`src/rtl/reg_wr_arbiter_if.sv`:
```
// Writeback bus between the requesters, the write-port arbiter and the register file.
// Request fields are packed per requester; the write stage feeds the register file.
interface reg_wr_arbiter_if #(
  parameter int unsigned R = 2,
  parameter int unsigned M = 32,
  parameter int unsigned N = 8
);
  localparam int unsigned ADDR_SZ = $clog2(M);
  localparam int unsigned GW      = (R > 1) ? $clog2(R) : 1;

  logic [R-1:0]         req_valid;
  logic [R*ADDR_SZ-1:0] req_addr;
  logic [R*N-1:0]       req_data;
  logic [R-1:0]         req_ready;
  logic [ADDR_SZ-1:0]   wr_addr;
  logic [N-1:0]         wr_data;
  logic                 wr_en;
  logic [GW-1:0]        last_grant;

  // Environment side: requesters plus the register file write port.
  modport master (
    output req_valid, req_addr, req_data,
    input  req_ready, wr_addr, wr_data, wr_en, last_grant
  );

  // Arbiter side.
  modport slave (
    input  req_valid, req_addr, req_data,
    output req_ready, wr_addr, wr_data, wr_en, last_grant
  );
endinterface

```
`src/rtl/reg_wr_arbiter.sv`:
```
// Round-robin arbiter sharing the register file's single write port among R writeback
// requesters; one registered write per cycle, register-0 writes are accepted but not issued.
module reg_wr_arbiter #(
  parameter int unsigned R = 2,
  parameter int unsigned M = 32,
  parameter int unsigned N = 8
) (
  input  logic            clk,
  input  logic            reset,
  input  logic            hold,
  reg_wr_arbiter_if.slave bus
);
  localparam int unsigned ADDR_SZ = $clog2(M);
  localparam int unsigned GW      = (R > 1) ? $clog2(R) : 1;

  logic [GW-1:0]      ptr_q;
  logic [GW-1:0]      last_q;
  logic [ADDR_SZ-1:0] wr_addr_q;
  logic [N-1:0]       wr_data_q;
  logic               wr_en_q;

  logic [GW-1:0]      idx;
  logic [GW-1:0]      gnt_idx;
  logic               found;
  logic [R-1:0]       grant;
  logic [ADDR_SZ-1:0] sel_addr;
  logic [N-1:0]       sel_data;

  // Rotating priority scan starting at ptr; first valid requester wins.
  always_comb begin
    idx      = '0;
    gnt_idx  = '0;
    found    = 1'b0;
    grant    = '0;
    sel_addr = '0;
    sel_data = '0;
    for (int unsigned k = 0; k < R; k++) begin
      idx = GW'((32'(ptr_q) + k) % R);
      if (!found && bus.req_valid[idx]) begin
        found   = 1'b1;
        gnt_idx = idx;
      end
    end
    if (hold || reset) begin
      found = 1'b0;
    end
    if (found) begin
      grant[gnt_idx] = 1'b1;
    end
    for (int unsigned i = 0; i < R; i++) begin
      if (GW'(i) == gnt_idx) begin
        sel_addr = bus.req_addr[i*ADDR_SZ +: ADDR_SZ];
        sel_data = bus.req_data[i*N +: N];
      end
    end
  end

  // Output stage and pointer; wr_en pulses once per accepted non-zero-address write.
  always_ff @(posedge clk) begin
    if (reset) begin
      ptr_q     <= '0;
      last_q    <= '0;
      wr_addr_q <= '0;
      wr_data_q <= '0;
      wr_en_q   <= 1'b0;
    end else if (found) begin
      wr_addr_q <= sel_addr;
      wr_data_q <= sel_data;
      wr_en_q   <= (sel_addr != '0);
      last_q    <= gnt_idx;
      ptr_q     <= (gnt_idx == GW'(R - 1)) ? '0 : gnt_idx + GW'(1);
    end else begin
      wr_en_q   <= 1'b0;
    end
  end

  assign bus.req_ready  = grant;
  assign bus.wr_addr    = wr_addr_q;
  assign bus.wr_data    = wr_data_q;
  assign bus.wr_en      = wr_en_q;
  assign bus.last_grant = last_q;
endmodule

```
`src/flat_wrapper.sv`:
```
// flat-port wrapper written by rule: the top's interface ports become plain ports
module reg_wr_arbiter_flat 
#(
  parameter int unsigned R = 2,
  parameter int unsigned M = 32,
  parameter int unsigned N = 8
)
  (clk, reset, hold, bus_req_valid, bus_req_addr, bus_req_data, bus_req_ready, bus_wr_addr, bus_wr_data, bus_wr_en, bus_last_grant);
  reg_wr_arbiter_if #(.R(R), .M(M), .N(N)) bus_i ();
  input  logic clk;
  input  logic reset;
  input  logic hold;
  input wire logic [$bits(bus_i.req_valid)-1:0] bus_req_valid;
  input wire logic [$bits(bus_i.req_addr)-1:0] bus_req_addr;
  input wire logic [$bits(bus_i.req_data)-1:0] bus_req_data;
  output wire logic [$bits(bus_i.req_ready)-1:0] bus_req_ready;
  output wire logic [$bits(bus_i.wr_addr)-1:0] bus_wr_addr;
  output wire logic [$bits(bus_i.wr_data)-1:0] bus_wr_data;
  output wire logic [$bits(bus_i.wr_en)-1:0] bus_wr_en;
  output wire logic [$bits(bus_i.last_grant)-1:0] bus_last_grant;
  assign bus_i.req_valid = bus_req_valid;
  assign bus_i.req_addr = bus_req_addr;
  assign bus_i.req_data = bus_req_data;
  assign bus_req_ready = bus_i.req_ready;
  assign bus_wr_addr = bus_i.wr_addr;
  assign bus_wr_data = bus_i.wr_data;
  assign bus_wr_en = bus_i.wr_en;
  assign bus_last_grant = bus_i.last_grant;
  reg_wr_arbiter #(.R(R), .M(M), .N(N)) u_core (.clk(clk), .reset(reset), .hold(hold), .bus(bus_i));
endmodule
```
`config.mk`:
```
export PLATFORM = sky130hd
export DESIGN_NAME = reg_wr_arbiter_flat
export DESIGN_NICKNAME = d
export VERILOG_FILES = /design/src/rtl/reg_wr_arbiter_if.sv /design/src/rtl/reg_wr_arbiter.sv /design/src/flat_wrapper.sv
export SDC_FILE = /design/constraint.sdc
export NUM_CORES = 1
export LEC_CHECK = 0
export ABC_CLOCK_PERIOD_IN_PS = 1800
export CELL_PAD_IN_SITES_DETAIL_PLACEMENT = 1
export CELL_PAD_IN_SITES_GLOBAL_PLACEMENT = 1
export CORE_MARGIN = 4
export CORE_UTILIZATION = 27
export CTS_BUF_LIST = sky130_fd_sc_hd__clkbuf_8
export CTS_CLUSTER_DIAMETER = 120
export DETAILED_ROUTE_END_ITERATION = 16
export GPL_TIMING_DRIVEN = 0
export PLACE_DENSITY = 0.9
export SETUP_SLACK_MARGIN = 0.4
export SYNTH_ARGS = -nofsm -noshare
export SYNTH_HDL_FRONTEND = slang
export SYNTH_SLANG_ARGS = --single-unit
```
`constraint.sdc`:
```
create_clock -name clk -period 1.8 [get_ports clk]
set_clock_uncertainty 0.15 [all_clocks]
set_input_delay 0.18 -clock clk [delete_from_list [all_inputs] [get_ports clk]]
set_output_delay 0.18 -clock clk [all_outputs]
set_load 0.01 [all_outputs]
```
# After elaboration in Yosys (flattened, before gate mapping)
# Index checks and enable logic that the tools add are counted.
[word_totals] reg_bits=16 latchBits=0 ramBits=0 romBits=0 inputBits=31 out_inout_bits=17 elab_cells=33 mem_count=0
[op_classes] add_sub_neg=2 multipliers=0 div=0 n_lt_le_gt_ge=4 eq_ne=0 n_shift=0 muxes=15 n_bitwise=1 reduce_logical=6
[ops] cell="$mux 1" n=11
[ops] cell="$mux 8" n=1
[ops] cell="$lt 1x2->1 const B" n=3
[ops] cell="$mux 5" n=1
[ops] cell="$reduce_bool 5->1" n=1
[ops] cell="$add 1x1->1 const B" n=2
[ops] cell="$logic_and 1x1->1" n=2
[ops] cell="$mux 2" n=1
[ops] cell="$reduce_or 2->1" n=1
[ops] cell="$demux 1 s1" n=1
[ops] cell="$ge 1x1->1 const B" n=1
[ops] cell="$logic_not 1->1" n=1
[ops] cell="$logic_or 1x1->1" n=1
[ops] cell="$not 1->1" n=1

# Longest topological paths before layout
[logic_depth] ltp_word=11 ltp_mapped=5 depth_no_buf=3

# Worst setup path after synthesis
# No wires, ideal clock.
[synth_path] path_type="register to register" start="register u_core.ptr_q" end="register u_core.wr_data_q[0] (netlist: u_core.bus.wr_data[0])" setup_ns=0.122 arrival_ns=1.083 required_time_ns=1.528 setup_slack_ns=0.445 stages_incl_launch_ff=5 path_buffers=1 synth_period_minus_slack_ns=1.355 cell_sequence="dfxtp_1 -> nand2b_4 -> and3_1 -> buf_2 -> a221o_1"
[synth_via] elab_chain_cells=7 elab_cells_between_ends=13 cone_classes="add/sub (1); mux (10); reduce/logical (2)"
[synth_rtl] element="start, declared" line="reg_wr_arbiter.sv:16" source="logic [GW-1:0] ptr_q;"
[synth_rtl] element="start signal, assigned" line="reg_wr_arbiter.sv:71" source="ptr_q <= (gnt_idx == GW'(R - 1)) ? '0 : gnt_idx + GW'(1);"
[synth_rtl] element="$mux 1 (implied by the code) (2 in a row)" line="reg_wr_arbiter.sv:39" source="if (!found && bus.req_valid[idx]) begin"
[synth_rtl] element="$mux 1" line="reg_wr_arbiter.sv:39"
[synth_rtl] element="$logic_not 1->1" line="reg_wr_arbiter.sv:39"
[synth_rtl] element="$logic_and 1x1->1" line="reg_wr_arbiter.sv:39"
[synth_rtl] element="$mux 1" line="reg_wr_arbiter.sv:39"
[synth_rtl] element="$mux 8 / $mux 1 (equally long branches)" line="reg_wr_arbiter.sv:51, reg_wr_arbiter.sv:44"
[synth_rtl] element="end signal, assigned" line="reg_wr_arbiter.sv:68" source="wr_data_q <= sel_data;"
[synth_rtl] element="end, declared" line="reg_wr_arbiter.sv:19" source="logic [N-1:0] wr_data_q;"
# Several ways; a longest one is shown, not always the timed one. The select of a mux whose other input is x is not followed.
# A chain may end at the register's enable or synchronous reset.

# Final worst setup path
[layout_path] start="register u_core.ptr_q" end="output bus_req_ready[0]"
[layout_via] elab_chain_cells=11 elab_cells_between_ends=18 cone_classes="add/sub (1); order compare (2); mux (12); reduce/logical (3)"
[layout_rtl] element="$mux 1 (implied by the code) (2 in a row)" line="reg_wr_arbiter.sv:39"
[layout_rtl] element="$mux 1" line="reg_wr_arbiter.sv:39"
[layout_rtl] element="$logic_not 1->1" line="reg_wr_arbiter.sv:39"
[layout_rtl] element="$logic_and 1x1->1" line="reg_wr_arbiter.sv:39"
[layout_rtl] element="$mux 1" line="reg_wr_arbiter.sv:39"
[layout_rtl] element="$lt 1x2->1 (implied by the code) / $ge 1x1->1 (equally long branches)" line="reg_wr_arbiter.sv:48" source="grant[gnt_idx] = 1'b1;"
[layout_rtl] element="$logic_and 1x1->1 (implied by the code)" line="reg_wr_arbiter.sv:48"
[layout_rtl] element="$mux 1 (implied by the code)" line="reg_wr_arbiter.sv:48"
[layout_rtl] element="$demux 1 s1"
[layout_rtl] element="$mux 2 (*)" line="reg_wr_arbiter.sv:47" source="if (found) begin"
[layout_rtl] element="end, declared" line="flat_wrapper.sv:16" source="output wire logic [$bits(bus_i.req_ready)-1:0] bus_req_ready;"
# Mark *: on every way between the ends. The rest lies on a longest branch, timed or not. The select of a mux whose other input is x is not followed.

==> impl_results.md <==
* Worst reg2reg path depth at 6
* Post-route insts no fill at 177
* Run status: complete, no violations
* Fin nets at 178
* Crit-path cells: nand2b_4 -> a2111oi_4 -> buf_6 -> buf_6
* CTS tree: built
* Ranking of synthesized cells by area: dfxtp_1, a221o_1, nor3b_1
* Largest net degree at the start of global routing at 11
* Yosys top cell by area: dfxtp_1
* Seq/Total Area, Yosys at 40.1%
* Hold path cells at 4
* Post-DRT Antenna Nets at 0
* FF-to-FF setup slack at 0.25 ns
* Cell area after synthesis at 800 µm²
* Dpl cells at 163
* Tightest Pin Transition at 0.535 ns
* Top cells by count, synth: dfxtp_1, a221o_1, nor3b_1
* Worst VDD drop at 419 µV
* Crit-path max FO at 4
* Reg-to-reg endpoint: u_core.bus.wr_data[4]
* Class of the tightest hold or removal check: input port to register
* Pwr/cell area at 659 nW/µm²
* Number of remaining DRC errors at 0
* Core area at 2780 µm²
* Fillers at 314
* Most numerous cell in the Yosys netlist: dfxtp_1
* Setup crit end kind: output port
* Post-synth EDFFs at 0
* Die width at 62.4 µm
* Critical hold path startpoint: reset
* Final WL at 2.88 mm
* Slowest-stage cell, CP: a2111oi_4
* Clk_lat worst skew at 0.25 ns
* Headroom to the max-slew limit at 64.0%
* Register bit total from synthesis at 16
* First-pass GRT wire length at 4.71 mm
* Crit path launch: u_core.ptr_q
* Setup Crit Path Kind: register to output port
* Placer Congestion at 0.812
* Arrival time at the worst endpoint at 1.31 ns
* Async set or reset register ratio after synthesis at 0%
* I/O Buffers at 46
* Pre-CTS setup slack at -0.615 ns
* Worst path max stage delay at 0.34 ns
* Layout cell share with drive strength beyond 1 at 24.7%
* Clock-pin slew on the worst setup and hold paths at 0.07 ns
* DR WL/cell at 16.3 µm
* Initial antenna violation count at 0
* Fin crit share at 91.3%
* Starting DRT DRC Count at 7
* Average cell area after synthesis at 9.30 µm²
* Crit path launch type: register
* RSZ-0062 raised after global routing: true
* R2R Path Start: u_core.ptr_q
* Power Total at 0.985 mW
* Count of cell types in the netlist at 25
* FMAX at 0.609 GHz
* Die Height at 62.4 µm
* Clock tree sinks at 16
* Total congestion overflow at 0
* Clock buffer count from CTS at 3
* Worst endpoint required time at 1.47 ns
* Ys Warns at 0
* H-tree depth at 1
* CTS Buffer Depth at 2
* Root Buffer: clkbuf_8
* Mapped Cells at 86
* Final setup slack of the worst path at 0.157 ns
* Final min period at 1.64 ns
* Initial Util at 28.7%
* Final Hold Fails at 0
* Drt first pass iters at 4
* TNS Setup at 0 ns
* Avg Vias per Cell at 4.95
* CP most frequent cell: buf_6
* Endpoints failing setup at 0
* Row Count at 19
* I/O Pins at 48
* CTS Hold Bufs at 0
* Pleak at 0.636 nW
* Hold Path Sink: u_core.bus.wr_addr[2]
* Main synth FF type: dfxtp_1
* Die ar. at 3900 µm²
* Max-slew violation count at 0
* Via count at 877
* Max-Cap Viols at 0
* Top-area cell type share of the netlist area at 40.1%
* Final HPWL DP at 2.19 mm
* GRT Resource Usage Total at 14.8%
* Syn-to-layout area delta at 86.9%
* Mapped Nets at 117
* # diodes at 0
* Vias in the first global route at 1028
-- stage by stage --
| step | hold WS, ns | instance area, µm² | utilization [%] |
|---|---|---|---|
| after floorplan | 0.168 | 800 | - |
| after global placement | 0.463 | 1300 | 46.7 |
| after detailed placement | 0.467 | 1300 | 46.7 |
| after CTS | 0.274 | 1460 | 52.5 |
| after global routing | 0.307 | 1490 | 53.7 |
| final | 0.274 | 1490 | 53.7 |
-- logic make-up after synthesis --
group	Yosys count	synth area share, %
buffers and inverters	8	5.32
AOI/OAI and AO/OA	30	30.4
and+or+nand+nor	32	24.3
DFF	16	40.1
-- critical path, delay by kind of cell (launching register included) --
kind | cells | cell delay [ns]
AO/OA/AOI/OAI | 1 | 0.34
AND/OR/NAND/NOR | 1 | 0.15
buffers and inverters | 2 | 0.25
flip-flops | 1 | 0.32
-- timing repair --
action | CTS | global route
setup endpoints to repair | 33 | 18
gates resized for setup | 45 | 9
pin swaps | 8 | 6
cloned | 1 | 0
buffers inserted | 8 | 1
-- layer usage --
metal / GRT usage, % / vias up / part of all wire (%)
met1: 14.4 / 395 / 36
met4: 3.98 / 0 / 0.45
met5: 0 / - / 0
met3: 5.76 / 2 / 11
met2: 28.4 / 39 / 53
li1: - / 441 / -
-- state kept, by name (all words and copies together) (netlist names) --
name	count
u_core.bus.wr_en	1
u_core.bus.last_grant	1
u_core.ptr_q	1
u_core.bus.wr_addr	5
u_core.bus.wr_data	8
-- worst max-delay path by stage --
| stage | endpoint | slack, ns |
|---|---|---|
| after floorplan | u_core.bus.wr_data[0] | 0.45 |
| after global placement | bus_req_ready[0] | -0.56 |
| after detailed placement | bus_req_ready[1] | -0.62 |
| after CTS | bus_req_ready[0] | 0.15 |
| after global routing | bus_req_ready[0] | 0.10 |
| final | bus_req_ready[0] | 0.16 |
-- layout make-up --
type	count	area, µm²	area share, %
Buffer	7	65.1	4.36
Clock buffer	4	55.1	3.69
Multi-Input combinational cell	62	479	32.1
Sequential cell	16	322	21.5
Timing Repair Buffer	56	531	35.5
Inverter	1	3.75	0.251
Tap cell	31	38.8	2.60
-- placed cells by master (no fill, tap or decap), types with 2 or more instances in the layout --
cell             synthesis  routed
clkdlybuf4s50_1          0      26
nor2_1                   3       2
buf_6                    1       8
nand2_1                  2       2
nor3b_1                  8       7
buf_4                    0       6
nand3_1                  5       5
o21ba_1                  2       2
a31oi_1                  5       5
dlygate4sd2_1            0      18
nor3_1                   4       4
o21ai_0                  5       5
nor2b_1                  6       6
a221o_1                  8       8
clkbuf_8                 0       4
dfxtp_1                 16      15
a21oi_2                  0       4
-- power by group --
part / total [mW] / internal (mW) / switching (mW)
Clock: 0.317 / 0.194 / 0.123
Combinational: 0.272 / 0.159 / 0.113
Sequential: 0.396 / 0.384 / 0.0120
Total: 0.985 / 0.736 / 0.248
Note: power is estimated with default switching activity, not from simulation.
